--- src/rtl/pipeline_sequencer_if.sv ---
// Handshake bundle between the pipeline datapath and its stall/flush/halt sequencer.
// The datapath side uses master (drives hazard flags), the sequencer uses slave.
interface pipeline_sequencer_if #(
  parameter int DataWidth = 16
);
  logic                 load_use_hazard;
  logic                 branch_taken_ex;
  logic                 mul_start_ex;
  logic                 halt_id;
  logic                 pc_en;
  logic                 ifid_en;
  logic                 ifid_flush;
  logic                 idex_bubble;
  logic                 ex_hold;
  logic                 exmem_bubble;
  logic                 halted;
  logic [1:0]           state;
  logic [DataWidth-1:0] stall_count;

  modport master (
    output load_use_hazard, branch_taken_ex, mul_start_ex, halt_id,
    input  pc_en, ifid_en, ifid_flush, idex_bubble, ex_hold, exmem_bubble,
    input  halted, state, stall_count
  );

  modport slave (
    input  load_use_hazard, branch_taken_ex, mul_start_ex, halt_id,
    output pc_en, ifid_en, ifid_flush, idex_bubble, ex_hold, exmem_bubble,
    output halted, state, stall_count
  );
endinterface

--- src/rtl/pipeline_sequencer.sv ---
// Stall/flush/halt controller for the 5-stage pipeline: holds EX for multi-cycle ops,
// drains the pipe after HALT and keeps a saturating count of front-end stall cycles.
module pipeline_sequencer #(
  parameter int MulLatency  = 4,
  parameter int DrainCycles = 3,
  parameter int CntBits     = 3,
  parameter int DataWidth   = 16
) (
  input  logic                  CLK,
  input  logic                  RST,
  pipeline_sequencer_if.slave   bus
);

  typedef enum logic [1:0] {
    RUN    = 2'b00,
    MUL    = 2'b01,
    DRAIN  = 2'b10,
    HALTED = 2'b11
  } seq_state_t;

  localparam logic              MUL_EN     = (MulLatency > 1);
  localparam logic [CntBits-1:0] MUL_LOAD   = CntBits'((MulLatency > 1) ? (MulLatency - 2) : 0);
  localparam logic [CntBits-1:0] DRAIN_LOAD = CntBits'(DrainCycles - 1);
  localparam logic [CntBits-1:0] CNT_ZERO   = {CntBits{1'b0}};
  localparam logic [CntBits-1:0] CNT_ONE    = CntBits'(32'd1);
  localparam logic [DataWidth-1:0] STALL_MAX = {DataWidth{1'b1}};

  seq_state_t           state_r;
  seq_state_t           state_next_s;
  logic [CntBits-1:0]   cnt_r;
  logic [CntBits-1:0]   cnt_next_s;
  logic [DataWidth-1:0] stall_count_r;

  logic run_eval_s;
  logic allow_mul_s;
  logic pc_en_s;
  logic ifid_en_s;
  logic ifid_flush_s;
  logic idex_bubble_s;
  logic ex_hold_s;
  logic exmem_bubble_s;
  logic halted_s;
  logic stall_inc_s;

  // State, counter and stall-count registers
  always_ff @(posedge CLK) begin
    if (RST) begin
      state_r       <= RUN;
      cnt_r         <= CNT_ZERO;
      stall_count_r <= {DataWidth{1'b0}};
    end else begin
      state_r <= state_next_s;
      cnt_r   <= cnt_next_s;
      if (stall_inc_s) begin
        stall_count_r <= stall_count_r + {{(DataWidth-1){1'b0}}, 1'b1};
      end else begin
        stall_count_r <= stall_count_r;
      end
    end
  end

  // Next-state and pipeline control outputs
  always_comb begin
    state_next_s   = state_r;
    cnt_next_s     = cnt_r;
    run_eval_s     = 1'b0;
    allow_mul_s    = 1'b0;
    pc_en_s        = 1'b1;
    ifid_en_s      = 1'b1;
    ifid_flush_s   = 1'b0;
    idex_bubble_s  = 1'b0;
    ex_hold_s      = 1'b0;
    exmem_bubble_s = 1'b0;
    halted_s       = 1'b0;

    case (state_r)
      RUN: begin
        run_eval_s  = 1'b1;
        allow_mul_s = MUL_EN;
      end
      MUL: begin
        if (cnt_r != CNT_ZERO) begin
          pc_en_s        = 1'b0;
          ifid_en_s      = 1'b0;
          ex_hold_s      = 1'b1;
          exmem_bubble_s = 1'b1;
          cnt_next_s     = cnt_r - CNT_ONE;
        end else begin
          // Release cycle: behaves as RUN but may not start another multi-cycle op
          state_next_s = RUN;
          run_eval_s   = 1'b1;
        end
      end
      DRAIN: begin
        pc_en_s       = 1'b0;
        ifid_en_s     = 1'b0;
        idex_bubble_s = 1'b1;
        if (cnt_r == CNT_ONE) begin
          state_next_s = HALTED;
          cnt_next_s   = CNT_ZERO;
        end else begin
          cnt_next_s = cnt_r - CNT_ONE;
        end
      end
      HALTED: begin
        pc_en_s       = 1'b0;
        ifid_en_s     = 1'b0;
        idex_bubble_s = 1'b1;
        halted_s      = 1'b1;
      end
      default: begin
        state_next_s = RUN;
        cnt_next_s   = CNT_ZERO;
      end
    endcase

    if (run_eval_s) begin
      if (bus.branch_taken_ex) begin
        ifid_flush_s  = 1'b1;
        idex_bubble_s = 1'b1;
      end else if (bus.mul_start_ex && allow_mul_s) begin
        pc_en_s        = 1'b0;
        ifid_en_s      = 1'b0;
        ex_hold_s      = 1'b1;
        exmem_bubble_s = 1'b1;
        cnt_next_s     = MUL_LOAD;
        state_next_s   = MUL;
      end else if (bus.halt_id) begin
        pc_en_s       = 1'b0;
        ifid_en_s     = 1'b0;
        idex_bubble_s = 1'b1;
        cnt_next_s    = DRAIN_LOAD;
        state_next_s  = DRAIN;
      end else if (bus.load_use_hazard) begin
        pc_en_s       = 1'b0;
        ifid_en_s     = 1'b0;
        idex_bubble_s = 1'b1;
      end else begin
        pc_en_s = 1'b1;
      end
    end else begin
      allow_mul_s = 1'b0;
    end

    stall_inc_s = !pc_en_s && ((state_r == RUN) || (state_r == MUL)) &&
                  (stall_count_r != STALL_MAX);

    // Reset forces the front end empty in the very cycle it is asserted
    if (RST) begin
      pc_en_s        = 1'b0;
      ifid_en_s      = 1'b0;
      ifid_flush_s   = 1'b1;
      idex_bubble_s  = 1'b1;
      ex_hold_s      = 1'b0;
      exmem_bubble_s = 1'b0;
      halted_s       = 1'b0;
    end else begin
      halted_s = halted_s;
    end
  end

  assign bus.pc_en        = pc_en_s;
  assign bus.ifid_en      = ifid_en_s;
  assign bus.ifid_flush   = ifid_flush_s;
  assign bus.idex_bubble  = idex_bubble_s;
  assign bus.ex_hold      = ex_hold_s;
  assign bus.exmem_bubble = exmem_bubble_s;
  assign bus.halted       = halted_s;
  assign bus.state        = state_r;
  assign bus.stall_count  = stall_count_r;

endmodule

--- src/flat_wrapper.sv ---
// flat-port wrapper written by rule: the top's interface ports become plain ports
module pipeline_sequencer_flat 
#(
  parameter int MulLatency  = 4,
  parameter int DrainCycles = 3,
  parameter int CntBits     = 3,
  parameter int DataWidth   = 16
)
  (CLK, RST, bus_load_use_hazard, bus_branch_taken_ex, bus_mul_start_ex, bus_halt_id, bus_pc_en, bus_ifid_en, bus_ifid_flush, bus_idex_bubble, bus_ex_hold, bus_exmem_bubble, bus_halted, bus_state, bus_stall_count);
  pipeline_sequencer_if #(.DataWidth(DataWidth)) bus_i ();
  input  logic CLK;
  input  logic RST;
  input wire logic [$bits(bus_i.load_use_hazard)-1:0] bus_load_use_hazard;
  input wire logic [$bits(bus_i.branch_taken_ex)-1:0] bus_branch_taken_ex;
  input wire logic [$bits(bus_i.mul_start_ex)-1:0] bus_mul_start_ex;
  input wire logic [$bits(bus_i.halt_id)-1:0] bus_halt_id;
  output wire logic [$bits(bus_i.pc_en)-1:0] bus_pc_en;
  output wire logic [$bits(bus_i.ifid_en)-1:0] bus_ifid_en;
  output wire logic [$bits(bus_i.ifid_flush)-1:0] bus_ifid_flush;
  output wire logic [$bits(bus_i.idex_bubble)-1:0] bus_idex_bubble;
  output wire logic [$bits(bus_i.ex_hold)-1:0] bus_ex_hold;
  output wire logic [$bits(bus_i.exmem_bubble)-1:0] bus_exmem_bubble;
  output wire logic [$bits(bus_i.halted)-1:0] bus_halted;
  output wire logic [$bits(bus_i.state)-1:0] bus_state;
  output wire logic [$bits(bus_i.stall_count)-1:0] bus_stall_count;
  assign bus_i.load_use_hazard = bus_load_use_hazard;
  assign bus_i.branch_taken_ex = bus_branch_taken_ex;
  assign bus_i.mul_start_ex = bus_mul_start_ex;
  assign bus_i.halt_id = bus_halt_id;
  assign bus_pc_en = bus_i.pc_en;
  assign bus_ifid_en = bus_i.ifid_en;
  assign bus_ifid_flush = bus_i.ifid_flush;
  assign bus_idex_bubble = bus_i.idex_bubble;
  assign bus_ex_hold = bus_i.ex_hold;
  assign bus_exmem_bubble = bus_i.exmem_bubble;
  assign bus_halted = bus_i.halted;
  assign bus_state = bus_i.state;
  assign bus_stall_count = bus_i.stall_count;
  pipeline_sequencer #(.MulLatency(MulLatency), .DrainCycles(DrainCycles), .CntBits(CntBits), .DataWidth(DataWidth)) u_core (.CLK(CLK), .RST(RST), .bus(bus_i));
endmodule
--- config.mk ---
export PLATFORM = sky130hd
export DESIGN_NAME = pipeline_sequencer_flat
export DESIGN_NICKNAME = d
export VERILOG_FILES = /design/src/rtl/pipeline_sequencer_if.sv /design/src/rtl/pipeline_sequencer.sv /design/src/flat_wrapper.sv
export SDC_FILE = /design/constraint.sdc
export NUM_CORES = 1
export LEC_CHECK = 0
export ABC_AREA = 0
export CAP_MARGIN = 20
export CORE_MARGIN = 2
export CORE_UTILIZATION = 45
export CTS_CLUSTER_DIAMETER = 50
export DETAILED_ROUTE_END_ITERATION = 10
export HOLD_SLACK_MARGIN = 0.02
export PLACE_DENSITY = 0.72
export SLEW_MARGIN = 20
export SYNTH_ARGS = -nofsm -noshare
export SYNTH_HDL_FRONTEND = slang
export SYNTH_SLANG_ARGS = --single-unit
--- constraint.sdc ---
create_clock -name CLK -period 5.7 [get_ports CLK]
set_input_delay 1.14 -clock CLK [delete_from_list [all_inputs] [get_ports CLK]]
set_output_delay 1.14 -clock CLK [all_outputs]
set_load 0.02 [all_outputs]
==> flow_metrics.env <==
export IMPL_detail_route_iter0_violations=57
export IMPL_timing_setup_critical_path_class="in -> out"
export IMPL_r2r_slack_ps=3240
export IMPL_internal_pwr_total_w=0.000214
export IMPL_fp_dieH_um=59.7
export IMPL_global_route_overflow_total=0
export IMPL_critPathMaxStageDelay_ps=800
export IMPL_drt_total_wl_mm=3.13
export IMPL_grt_pass1_vias=1276
export IMPL_final_number_of_max_transition_violations=0
export IMPL_syn_avg_cell_area_um2=7.81
export IMPL_placement_io_buffers=30
export IMPL_max_clock_freq_mhz=245
export IMPL_postSynthCellCount=179
export IMPL_critical_path_slowest_cell="clkdlybuf4s50_1"
export IMPL_ys_flop_type="dfxtp_1"
export IMPL_cp_cell_instances="clkdlybuf4s50_1, a21oi_1, clkdlybuf4s50_1"
export IMPL_clk_root_buf="clkbuf_4"
export IMPL_place_detailed_hpwl_mm=2.31
export IMPL_crit_start="RST"
export IMPL_globalRouteTotalUtil_pct=18.9
export IMPL_worstPathMaxFanout=22
export IMPL_switching_share_pct=32.4
export IMPL_async_reset_ff_share_pct=0
export IMPL_drc=0
export IMPL_fraction_of_final_layout_cells_sized_beyond_drive_strength_1_pct=7.77
export IMPL_synth_cell_area_um2=1400
export IMPL_source_to_sink_clock_delay_at_the_later_pin_of_the_worst_skew_pair_ps=310
export IMPL_htreeDepth=1
export IMPL_nets=221
export IMPL_routedWlPerCell_um=13.1
export IMPL_clkTransAtPathRegs_ps=120
export IMPL_antenna_diode_count=0
export IMPL_total_negative_setup_slacks_ps=0
export IMPL_comb_power_share_pct=27.4
export IMPL_maxCapViolCount=0
export IMPL_core_area_um2=3000
export IMPL_ctsHoldBuffers=0
export IMPL_number_of_warning_messages_in_the_yosys_log=0
export IMPL_gp_congestion=0.882
export IMPL_maximum_number_of_pins_on_one_net_before_global_route_repair=23
export IMPL_synth_cell_type_count=42
export IMPL_tightest_slew_ps=773
export IMPL_fin_worst_hold_slack_ps=501
export IMPL_ctsLongestPathBuffers=2
export IMPL_min_period_ps=4080
export IMPL_worst_r2r_start="u_core.bus.state[0]"
export IMPL_area_growth_syn_to_layout_pct=24.1
export IMPL_critical_path_startpoint_type="input pin"
export IMPL_detail_route_antenna_nets=0
export IMPL_final_hold_violation_count=0
export IMPL_worst_ir_drop_vdd_mv=0.117
export IMPL_cp_end_kind="primary output"
export IMPL_fin_cells=239
export IMPL_finalCoreUtilization_pct=57.8
export IMPL_number_of_gates_resized_after_cts=0
export IMPL_worstHoldStart="u_core.bus.stall_count[15]"
export IMPL_worstSetupPathDepth=3
export IMPL_static_leakage_power_nw=0.614
export IMPL_net_switching_power_figure_w=0.000103
export IMPL_cts_made_buffers=3
export IMPL_hold_path_class="reg -> reg"
export IMPL_power_share_clock_pct=22.8
export IMPL_ys_seq_area_share_pct=30.1
export IMPL_grt_antenna_before_repair=0
export IMPL_run_status="finished clean"
export IMPL_worst_r2r_cell_count=7
export IMPL_post_synthesis_net_count=193
export IMPL_crit_required_ps=4560
export IMPL_rsz0062_at_grt="false"
export IMPL_first_pass_grt_wire_length_mm=5.28
export IMPL_tritoncts_clock_tree="yes"
export IMPL_cts_setup_buffers=0
export IMPL_timing_max_slew_rel_slack_pct=48.3
export IMPL_die_x_um=59.7
export IMPL_timing_critical_path_max_delay_family="buffers and inverters"
export IMPL_worst_clock_skew_ps=7.55
export IMPL_placed_cell_area_um2=1710
export IMPL_floorplan_rows=20
export IMPL_num_io_pins=31
export IMPL_final_area_um2=1730
export IMPL_final_setup_viol_count=0
export IMPL_dr_pass1_iters=4
export IMPL_synth_edff_count=0
export IMPL_start_util_pct=46.5
export IMPL_sequentialPowerShare_pct=49.8
export IMPL_finalCritPeriodShare_pct=71.7
export IMPL_critPathArrivalTime_ps=2940
export IMPL_via_count=1417
export IMPL_power_density_nw_per_um2=183
export IMPL_die_area_um2=3570
export IMPL_critPathBufInv=2
export IMPL_timing_critical_path_to="bus_ex_hold"
export IMPL_synth_seq_cells=21
export IMPL_dp_cells=235
export IMPL_num_fill_cells=286
export IMPL_path_common_cell="clkdlybuf4s50_1"
export IMPL_critical_path_reg2reg_endpoint="u_core.bus.stall_count[3]"
export IMPL_avgViaCountPerCell=5.93
export IMPL_cts_num_sinks=21
[synth_stat cells, types with 2 or more instances]
library cell / count / share of area, %
dfxtp_1: 21 / 30
nor4_1: 3 / 1.3
clkbuf_1: 4 / 1.1
o31ai_1: 6 / 3.2
o211ai_1: 2 / 1.1
and3_1: 2 / 0.90
inv_1: 12 / 3.2
o21ai_0: 7 / 2.5
or4_1: 6 / 3.2
or3_1: 2 / 0.90
buf_4: 2 / 1.1
nand3_1: 5 / 1.8
nor3_1: 5 / 1.8
nand2_1: 12 / 3.2
o221ai_1: 2 / 1.3
nor3b_1: 2 / 1.1
mux2_2: 7 / 5.6
nor2b_1: 7 / 3.1
a21oi_1: 21 / 7.5
buf_2: 2 / 0.72
nor2_1: 19 / 5.1
ha_1: 8 / 7.2
a211oi_1: 3 / 1.6
[layout make-up]
| class | instances | area [um^2] | share of cell area [%] |
|---|---|---|---|
| Inverter | 12 | 45.0 | 2.60 |
| Clock buffer | 3 | 22.5 | 1.30 |
| Multi-Input combinational cell | 138 | 892 | 51.4 |
| Sequential cell | 21 | 420 | 24.2 |
| Tap cell | 33 | 41.3 | 2.38 |
| Clock inverter | 1 | 5.00 | 0.289 |
| Timing Repair Buffer | 31 | 308 | 17.7 |
[flip-flops by register name (all words and copies together), names as in the netlist]
signal,cells
u_core.bus.stall_count,16
u_core.bus.state,2
u_core.cnt_r,3
[how the worst min path moves through the flow]
stage                                  to  cells after the start
2_1_floorplan  u_core.bus.stall_count[15]                      2
3_3_place_gp   u_core.bus.stall_count[15]                      2
3_5_place_dp   u_core.bus.stall_count[15]                      2
4_1_cts        u_core.bus.stall_count[15]                      2
5_1_grt         u_core.bus.stall_count[7]                      2
6_report       u_core.bus.stall_count[15]                      2
[stage by stage]
stage / worst slack, ps / total power (W)
4_1_cts: 1610 / 0.000319
2_1_floorplan: 2410 / 0.000217
3_3_place_gp: 1620 / 0.000244
6_report: 1620 / 0.000317
5_1_grt: 1540 / 0.000337
3_5_place_dp: 1620 / 0.000247
[cells in the final DEF, fill, tap and decap left out, types with 6 or more instances in the layout]
cell type	n
or4_1	6
o31ai_1	6
nor2_1	19
ha_1	8
o21ai_0	7
clkdlybuf4s50_1	30
a21oi_1	21
mux2_2	7
nor2b_1	7
inv_1	12
nand2_1	12
dfxtp_1	21
[layer usage]
layer / wire (um) / up-vias / track usage, %
met2: 1450 / 53 / 31.2
met5: 0 / - / 0
met4: 32 / 0 / 6.67
met3: 139 / 4 / 2.81
li1: - / 703 / -
met1: 1510 / 657 / 24.9
[power groups by stage]
stage,clock network (W),logic [W],registers (W)
floorplan,0,0.0000541,0.000163
global placement,0,0.0000837,0.000160
detailed placement,0,0.0000858,0.000161
CTS,0.0000751,0.0000864,0.000158
global route,0.0000821,0.0000957,0.000159
finish,0.0000724,0.0000869,0.000158
[worst register-to-register path: cells and delay by family, from the launching register on]
family	cells	cell delay, ps
and+or+nand+nor	3	910
adders and majority gates	1	320
AOI/OAI and AO/OA	1	230
buffers and inverters	1	110
DFF	1	440
muxes	1	370
[kinds of logic (layout without fill, tap and decap cells)]
| kind of cell | after synthesis | count (layout) | share of synthesized area [%] |
|---|---|---|---|
| AO/OA/AOI/OAI | 46 | 46 | 20.1 |
| adder cells (fa/ha/maj) | 8 | 8 | 7.16 |
| buffers and inverters | 20 | 47 | 6.09 |
| flip-flops | 21 | 21 | 30.1 |
| multiplexers | 8 | 8 | 6.36 |
| AND/OR/NAND/NOR | 76 | 76 | 30.3 |
Note: power is estimated with default switching activity, not from simulation.
